### src/rtl/fb_writer_nto1_pkg.sv
// Shared constants and helpers for the N-to-1 frame-buffer writer.
package fb_writer_nto1_pkg;

  localparam int unsigned BRESP_WIDTH = 2;

  localparam logic [0:0] FBW_IDLE = 1'b0;
  localparam logic [0:0] FBW_RESP = 1'b1;

  function automatic int unsigned strb_width(input int unsigned data_width);
    return (data_width + 7) / 8;
  endfunction

endpackage

### src/rtl/fb_writer_nto1_fb_writer.sv
// Single-pixel AXI-lite writer: one AW + one W per accepted beat, then waits for B.
module fb_writer_nto1_fb_writer
  import fb_writer_nto1_pkg::*;
#(
  parameter int PIXEL_BITS     = 12,
  parameter int AXI_ADDR_WIDTH = 20,
  parameter int AXI_DATA_WIDTH = 16
) (
  input  logic                                    clk,
  input  logic                                    reset,
  input  logic                                    tvalid,
  output logic                                    tready,
  input  logic [AXI_ADDR_WIDTH-1:0]               addr,
  input  logic [PIXEL_BITS-1:0]                   color,
  output logic [AXI_ADDR_WIDTH-1:0]               axi_awaddr,
  output logic                                    axi_awvalid,
  input  logic                                    axi_awready,
  output logic [AXI_DATA_WIDTH-1:0]               axi_wdata,
  output logic [strb_width(AXI_DATA_WIDTH)-1:0]   axi_wstrb,
  output logic                                    axi_wvalid,
  input  logic                                    axi_wready,
  input  logic                                    axi_bvalid,
  output logic                                    axi_bready,
  input  logic [BRESP_WIDTH-1:0]                  axi_bresp
);

  logic [0:0] state;
  logic       idle;
  logic       aw_done;
  logic       w_done;
  logic       aw_ok;
  logic       w_ok;
  logic       unused_bresp;

  assign idle         = (state == FBW_IDLE);
  assign axi_awaddr   = addr;
  assign axi_wdata    = AXI_DATA_WIDTH'(color);
  assign axi_wstrb    = '1;
  assign axi_awvalid  = idle && tvalid && !aw_done;
  assign axi_wvalid   = idle && tvalid && !w_done;
  assign axi_bready   = !idle;
  assign aw_ok        = aw_done || axi_awready;
  assign w_ok         = w_done || axi_wready;
  // The beat is consumed only in the cycle both channels have been taken.
  assign tready       = idle && tvalid && aw_ok && w_ok;
  assign unused_bresp = ^axi_bresp;

  always_ff @(posedge clk or posedge reset) begin
    if (reset) begin
      state   <= FBW_IDLE;
      aw_done <= 1'b0;
      w_done  <= 1'b0;
    end else begin
      case (state)
        FBW_IDLE: begin
          if (tready) begin
            state   <= FBW_RESP;
            aw_done <= 1'b0;
            w_done  <= 1'b0;
          end else begin
            if (axi_awvalid && axi_awready) aw_done <= 1'b1;
            if (axi_wvalid && axi_wready)   w_done  <= 1'b1;
          end
        end
        default: begin
          if (axi_bvalid) state <= FBW_IDLE;
        end
      endcase
    end
  end

endmodule

### src/rtl/fb_writer_nto1.sv
// Round-robin arbiter with bounded bursts feeding one frame-buffer writer.
module fb_writer_nto1
  import fb_writer_nto1_pkg::*;
#(
  parameter int NUM_INPUTS     = 4,
  parameter int PIXEL_BITS     = 12,
  parameter int AXI_ADDR_WIDTH = 20,
  parameter int AXI_DATA_WIDTH = 16,
  parameter int MAX_BURST      = 4
) (
  input  logic                                    clk,
  input  logic                                    reset,
  input  logic [NUM_INPUTS-1:0]                   in_axi_tvalid,
  output logic [NUM_INPUTS-1:0]                   in_axi_tready,
  input  logic [NUM_INPUTS*AXI_ADDR_WIDTH-1:0]    in_addr,
  input  logic [NUM_INPUTS*PIXEL_BITS-1:0]        in_color,
  output logic                                    grant_valid,
  output logic [$clog2(NUM_INPUTS)-1:0]           grant_idx,
  output logic [AXI_ADDR_WIDTH-1:0]               axi_awaddr,
  output logic                                    axi_awvalid,
  input  logic                                    axi_awready,
  output logic [AXI_DATA_WIDTH-1:0]               axi_wdata,
  output logic [strb_width(AXI_DATA_WIDTH)-1:0]   axi_wstrb,
  output logic                                    axi_wvalid,
  input  logic                                    axi_wready,
  input  logic                                    axi_bvalid,
  output logic                                    axi_bready,
  input  logic [BRESP_WIDTH-1:0]                  axi_bresp
);

  localparam int          IW          = $clog2(NUM_INPUTS);
  localparam int          BCW         = $clog2(MAX_BURST + 1);
  localparam int unsigned N           = NUM_INPUTS;
  localparam logic [BCW-1:0] BURST_LIMIT = BCW'(MAX_BURST);
  localparam logic [IW-1:0]  LAST_INIT   = IW'(NUM_INPUTS - 1);

  logic [AXI_ADDR_WIDTH-1:0] addr_arr  [NUM_INPUTS];
  logic [PIXEL_BITS-1:0]     color_arr [NUM_INPUTS];

  logic [IW-1:0]  last_idx;
  logic [IW-1:0]  rr_idx;
  logic           rr_found;
  logic [BCW-1:0] burst_cnt;
  logic [BCW-1:0] burst_next;
  logic           mux_tvalid;
  logic           fbw_tready;
  logic           beat;
  logic           stall;
  logic           keep;
  int unsigned    cand;

  for (genvar g = 0; g < NUM_INPUTS; g++) begin : g_unpack
    assign addr_arr[g]  = in_addr[g*AXI_ADDR_WIDTH +: AXI_ADDR_WIDTH];
    assign color_arr[g] = in_color[g*PIXEL_BITS +: PIXEL_BITS];
  end

  assign mux_tvalid = grant_valid && in_axi_tvalid[grant_idx];
  assign stall      = mux_tvalid && !fbw_tready;
  assign beat       = mux_tvalid && fbw_tready;
  assign burst_next = burst_cnt + 1'b1;
  assign keep       = beat && (burst_next < BURST_LIMIT);

  // First valid requester after last_idx, wrapping; last_idx itself is tried last.
  always_comb begin
    rr_found = 1'b0;
    rr_idx   = '0;
    cand     = 0;
    for (int unsigned k = 1; k <= N; k++) begin
      cand = (32'(last_idx) + k) % N;
      if (!rr_found && in_axi_tvalid[cand[IW-1:0]]) begin
        rr_found = 1'b1;
        rr_idx   = cand[IW-1:0];
      end
    end
  end

  always_comb begin
    in_axi_tready = '0;
    if (grant_valid && fbw_tready) in_axi_tready[grant_idx] = 1'b1;
  end

  always_ff @(posedge clk or posedge reset) begin
    if (reset) begin
      grant_valid <= 1'b0;
      grant_idx   <= '0;
      last_idx    <= LAST_INIT;
      burst_cnt   <= '0;
    end else if (!stall) begin
      if (keep) begin
        burst_cnt <= burst_next;
      end else begin
        grant_valid <= rr_found;
        burst_cnt   <= '0;
        if (rr_found) begin
          grant_idx <= rr_idx;
          last_idx  <= rr_idx;
        end
      end
    end
  end

  fb_writer_nto1_fb_writer #(
    .PIXEL_BITS     (PIXEL_BITS),
    .AXI_ADDR_WIDTH (AXI_ADDR_WIDTH),
    .AXI_DATA_WIDTH (AXI_DATA_WIDTH)
  ) u_fb_writer (
    .clk         (clk),
    .reset       (reset),
    .tvalid      (mux_tvalid),
    .tready      (fbw_tready),
    .addr        (addr_arr[grant_idx]),
    .color       (color_arr[grant_idx]),
    .axi_awaddr  (axi_awaddr),
    .axi_awvalid (axi_awvalid),
    .axi_awready (axi_awready),
    .axi_wdata   (axi_wdata),
    .axi_wstrb   (axi_wstrb),
    .axi_wvalid  (axi_wvalid),
    .axi_wready  (axi_wready),
    .axi_bvalid  (axi_bvalid),
    .axi_bready  (axi_bready),
    .axi_bresp   (axi_bresp)
  );

endmodule
### config.mk
export PLATFORM = sky130hd
export DESIGN_NAME = fb_writer_nto1
export DESIGN_NICKNAME = d
export VERILOG_FILES = /design/src/rtl/fb_writer_nto1_pkg.sv /design/src/rtl/fb_writer_nto1_fb_writer.sv /design/src/rtl/fb_writer_nto1.sv
export SDC_FILE = /design/constraint.sdc
export NUM_CORES = 1
export LEC_CHECK = 0
export ABC_AREA = 1
export CAP_MARGIN = 25
export CELL_PAD_IN_SITES_DETAIL_PLACEMENT = 0
export CELL_PAD_IN_SITES_GLOBAL_PLACEMENT = 2
export CORE_ASPECT_RATIO = 1.75
export CORE_UTILIZATION = 13
export CTS_BUF_LIST = sky130_fd_sc_hd__clkbuf_8
export DETAILED_ROUTE_END_ITERATION = 8
export GPL_ROUTABILITY_DRIVEN = 0
export PLACE_DENSITY_LB_ADDON = 0.3
export SETUP_SLACK_MARGIN = 0.15
export SLEW_MARGIN = 20
export SYNTH_ARGS = -nofsm -noshare
export SYNTH_HDL_FRONTEND = slang
export SYNTH_SLANG_ARGS = --single-unit
export TNS_END_PERCENT = 30
### constraint.sdc
create_clock -name clk -period 2.6 [get_ports clk]
set_input_delay 0.26 -clock clk [delete_from_list [all_inputs] [get_ports clk]]
set_output_delay 0.26 -clock clk [all_outputs]
set_load 0.02 [all_outputs]
==> summary.md <==
| Metric | Value |
|---|---|
| Status | `finished clean` |
| RR Endpoint | `grant_idx[1]` |
| Register area share after synthesis | `16.6%` |
| CTS tree | `yes` |
| DR pass1 iterations | `4` |
| Placeable core area | `0.0125 mm^2` |
| Seq cells post-synth | `11` |
| Clock slew at reported path FFs | `around 0.050 ns` |
| Reg2Reg Setup Slack | `0.88 ns` |
| Worst Skew | `0.00396 ns` |
| Final Hold Viols | `0` |
| Clk root buf | `clkbuf_8` |
| Critical path class | `reg -> out` |
| Total gr overflow | `0` |
| Layout cells sized above 1 | `9.11%` |
| Port bufs | `178` |
| Die Width | `just under 90 um` |
| CP startpoint | `grant_idx[1]` |
| Synth Area in Adders | `less than 1%` |
| Cells along the critical path | `nor2_2 > buf_6 > buf_4 > a22oi_1 > nand3_1 > clkdlybuf4s50_1` |
| Mapped Avg Cell Area | `roughly 6.1 um^2` |
| Die ar. | `0.0134 mm^2` |
| Initial antenna violation count | `0` |
| Critical path endpoint | `axi_wdata[0]` |
| Delay-heaviest family, CP | `buffers and inverters` |
| Max incr delay on CP | `0.62 ns` |
| Post-Syn Area | `0.00168 mm^2` |
| Via count | `2600` |
| Area growth syn-to-layout | `122%` |
| Distinct cells, synth | `32` |
| Number of global-route vias before repair | `~2.6k` |
| Clock Path Buffers | `2` |
| Power Dens Cells | `1080 mW/mm^2` |
| Max rail drop VDD | `~0.46 mV` |
| Clock sinks | `11` |
| Most frequent cells after synthesis | `77 x nand2_1, 75 x nand3_1, 32 x a22oi_1, 14 x clkbuf_1, 11 x inv_1` |
| Fill cells | `1346` |
| Main area contributors after synthesis | `nand3_1 22%, nand2_1 17%, a22oi_1 14%` |
| Worst setup EP type | `output pin` |
| Post-Synthesis Cells | `275` |
| CP required | `2.34 ns` |
| Cell Count, Final, Fillers Out | `618` |
| Yosys Warn Count | `0` |
| Pleak | `0.00162 uW` |
| CP Launch Type | `flop` |
| Post-layout util | `29.8%` |
| Max Cap Viol | `0` |
| Total negative slack | `0 ns` |
| Simple-Gate Fraction of Synth Area | `52.7%` |
| Post-route cell area | `about 0.0037 mm^2` |
| DRC viols | `0` |
| Largest family of logic cells by synthesized area | `simple AND/OR/NAND/NOR gates` |
| Unrepaired setup endpoints after global routing | `yes` |
| Largest net degree at the start of global routing | `25` |
| DIE HEIGHT | `about 150 um` |
| Multiplexer area fraction after synthesis | `0%` |
| RR Startpoint | `last_idx[0]` |
| DRT iter0 DRCs | `76` |
| Number of vias per cell | `4.21` |
| Count leader, synth | `nand2_1` |
| Final worst-path cycle share | `91.9%` |
| First-pass GRT wire length | `13.7 mm` |
| Post-synth EDFFs | `0` |
| H-tree depth | `1` |
| Async S/R FF share, synth | `100%` |
| Max Fclk | `418 MHz` |
| Post-synthesis compound-gate area fraction | `18.3%` |
| ANT nets after route | `0` |
| WP depth | `6` |
| Buffers and inverters on the worst path | `3` |
| Dpl cell area | `between 0.003 and 0.004 mm^2` |
| # IOs | `187` |
| Hpwl dp | `7.62 mm` |
| Largest area contributor in the netlist | `nand3_1` |
| # rows | `54` |
| Worst hold path type | `in -> async` |
| Worst path slowest cell | `clkdlybuf4s50_1` |
| Endpoints failing setup | `0` |
| WL per Instance | `around 15 um` |
| Nets | `591` |
| Synth Flop Type | `dfrtp_1` |
| Drt total wl | `9.36 mm` |
| Ant. Diodes | `0` |
| Clk_lat worst skew | `roughly 0.25 ns` |
| GRT Total Usage | `13.3%` |
| CTS Buf Count | `3` |
| Worst Reg2Reg Path Length in Cells | `11` |
| CP arrival | `2.13 ns` |
| Final slew viol count | `0` |
| Top cell type's share of synthesized area | `22.4%` |
| Xor-xnor portion of the synthesized cell area | `0.523%` |
| Min Tclk post-route | `2.39 ns` |
| Crit path max fanout | `24` |
| Starting density of the core | `13.4%` |
| DP Cell Count | `around 610` |
## routing by layer
layer	share of wire [%]	GRT usage, %
met1	35	13.8
met2	57	27.3
met4	0.97	2.26
met3	7.1	1.35
met5	0	0
## report_power, final
| part | total (uW) | internal (uW) | switching (uW) | leakage, uW |
|---|---|---|---|---|
| logic | 3480 | 1480 | 2000 | 0.00146 |
| clock network | 175 | 104 | 71.2 | 0.0000269 |
| registers | 362 | 260 | 101 | 0.000132 |
## final cells by class
type | instances | area [um^2] | area share [%]
timing repair buffer | 191 | 1900 | 50.9
multi-input combinational | 230 | 1240 | 33.3
sequential | 11 | 279 | 7.49
tap | 168 | 210 | 5.64
inverter | 14 | 55.1 | 1.48
clock buffer | 3 | 41.3 | 1.11
clock inverter | 1 | 3.75 | 0.101
## cell usage in the layout (no fill, tap or decap), drive strengths merged
cell type | synthesis | layout
clkdlybuf4s50 | 0 | 167
nand4 | 2 | 2
dfrtp | 9 | 9
dlymetal6s2s | 0 | 5
and3 | 1 | 1
nand3b | 1 | 1
dlygate4sd2 | 0 | 6
clkbuf | 14 | 3
o21ai | 5 | 5
buf | 10 | 13
conb | 2 | 6
a21boi | 1 | 1
a31oi | 2 | 2
o31ai | 1 | 1
nand2 | 82 | 82
nor3 | 4 | 4
a22oi | 32 | 32
ha | 1 | 1
xnor2 | 1 | 1
inv | 14 | 15
a21oi | 1 | 1
dfstp | 2 | 2
nand3 | 75 | 75
or2 | 2 | 2
nor2 | 13 | 13
## sequential cells by signal, indices dropped and copies added (netlist names)
| signal | flops |
|---|---|
| u_fb_writer.aw_done | 1 |
| grant_valid | 1 |
| u_fb_writer.axi_bready | 1 |
| u_fb_writer.w_done | 1 |
| grant_idx | 2 |
| last_idx | 2 |
| burst_cnt | 3 |
## cells by family after synthesis
kind of cell | after synthesis
flip-flops | 11
XOR/XNOR | 1
adder cells (fa/ha/maj) | 1
other | 2
AO/OA/AOI/OAI | 42
AND/OR/NAND/NOR | 180
buffers and inverters | 38
## how the worst min path moves through the flow
stage | startpoint | to | slack (ns) | cells after the start
after floorplan | reset | burst_cnt[0] | 0.11 | 1
after global placement | burst_cnt[0] | burst_cnt[0] | 0.48 | 1
after detailed placement | burst_cnt[1] | burst_cnt[1] | 0.50 | 2
after CTS | reset | burst_cnt[2] | 0.34 | 2
after global routing | reset | burst_cnt[2] | 0.38 | 2
final | reset | burst_cnt[2] | 0.33 | 2
## per-stage QoR
stage               setup WS, ns  total power [uW]  hold slack [ns]
floorplan                  0.657              2330            0.111
finish                     0.210              4010            0.329
CTS                        0.118              4070            0.344
detailed placement         0.201              3900            0.497
global placement           0.206              3900            0.481
global route              0.0923              4330            0.381
## worst reg2reg max path: stages (launching register included)
cell and delay [ns]:
dfstp_2 0.65, inv_4 0.09, nand2_1 0.06, nand2_1 0.11, nand2_1 0.09, nand2_1 0.09
inv_1 0.14, nand3b_4 0.11, nand2_4 0.11, inv_2 0.03, nand2_1 0.07, nand2_1 0.05
## timing repair
item                                    CTS  global route
hold buffers                              0             0
buffers inserted                          0             0
resized for setup                         9             7
endpoints found under the setup margin   36            21
Note: power is estimated with default switching activity, not from simulation.
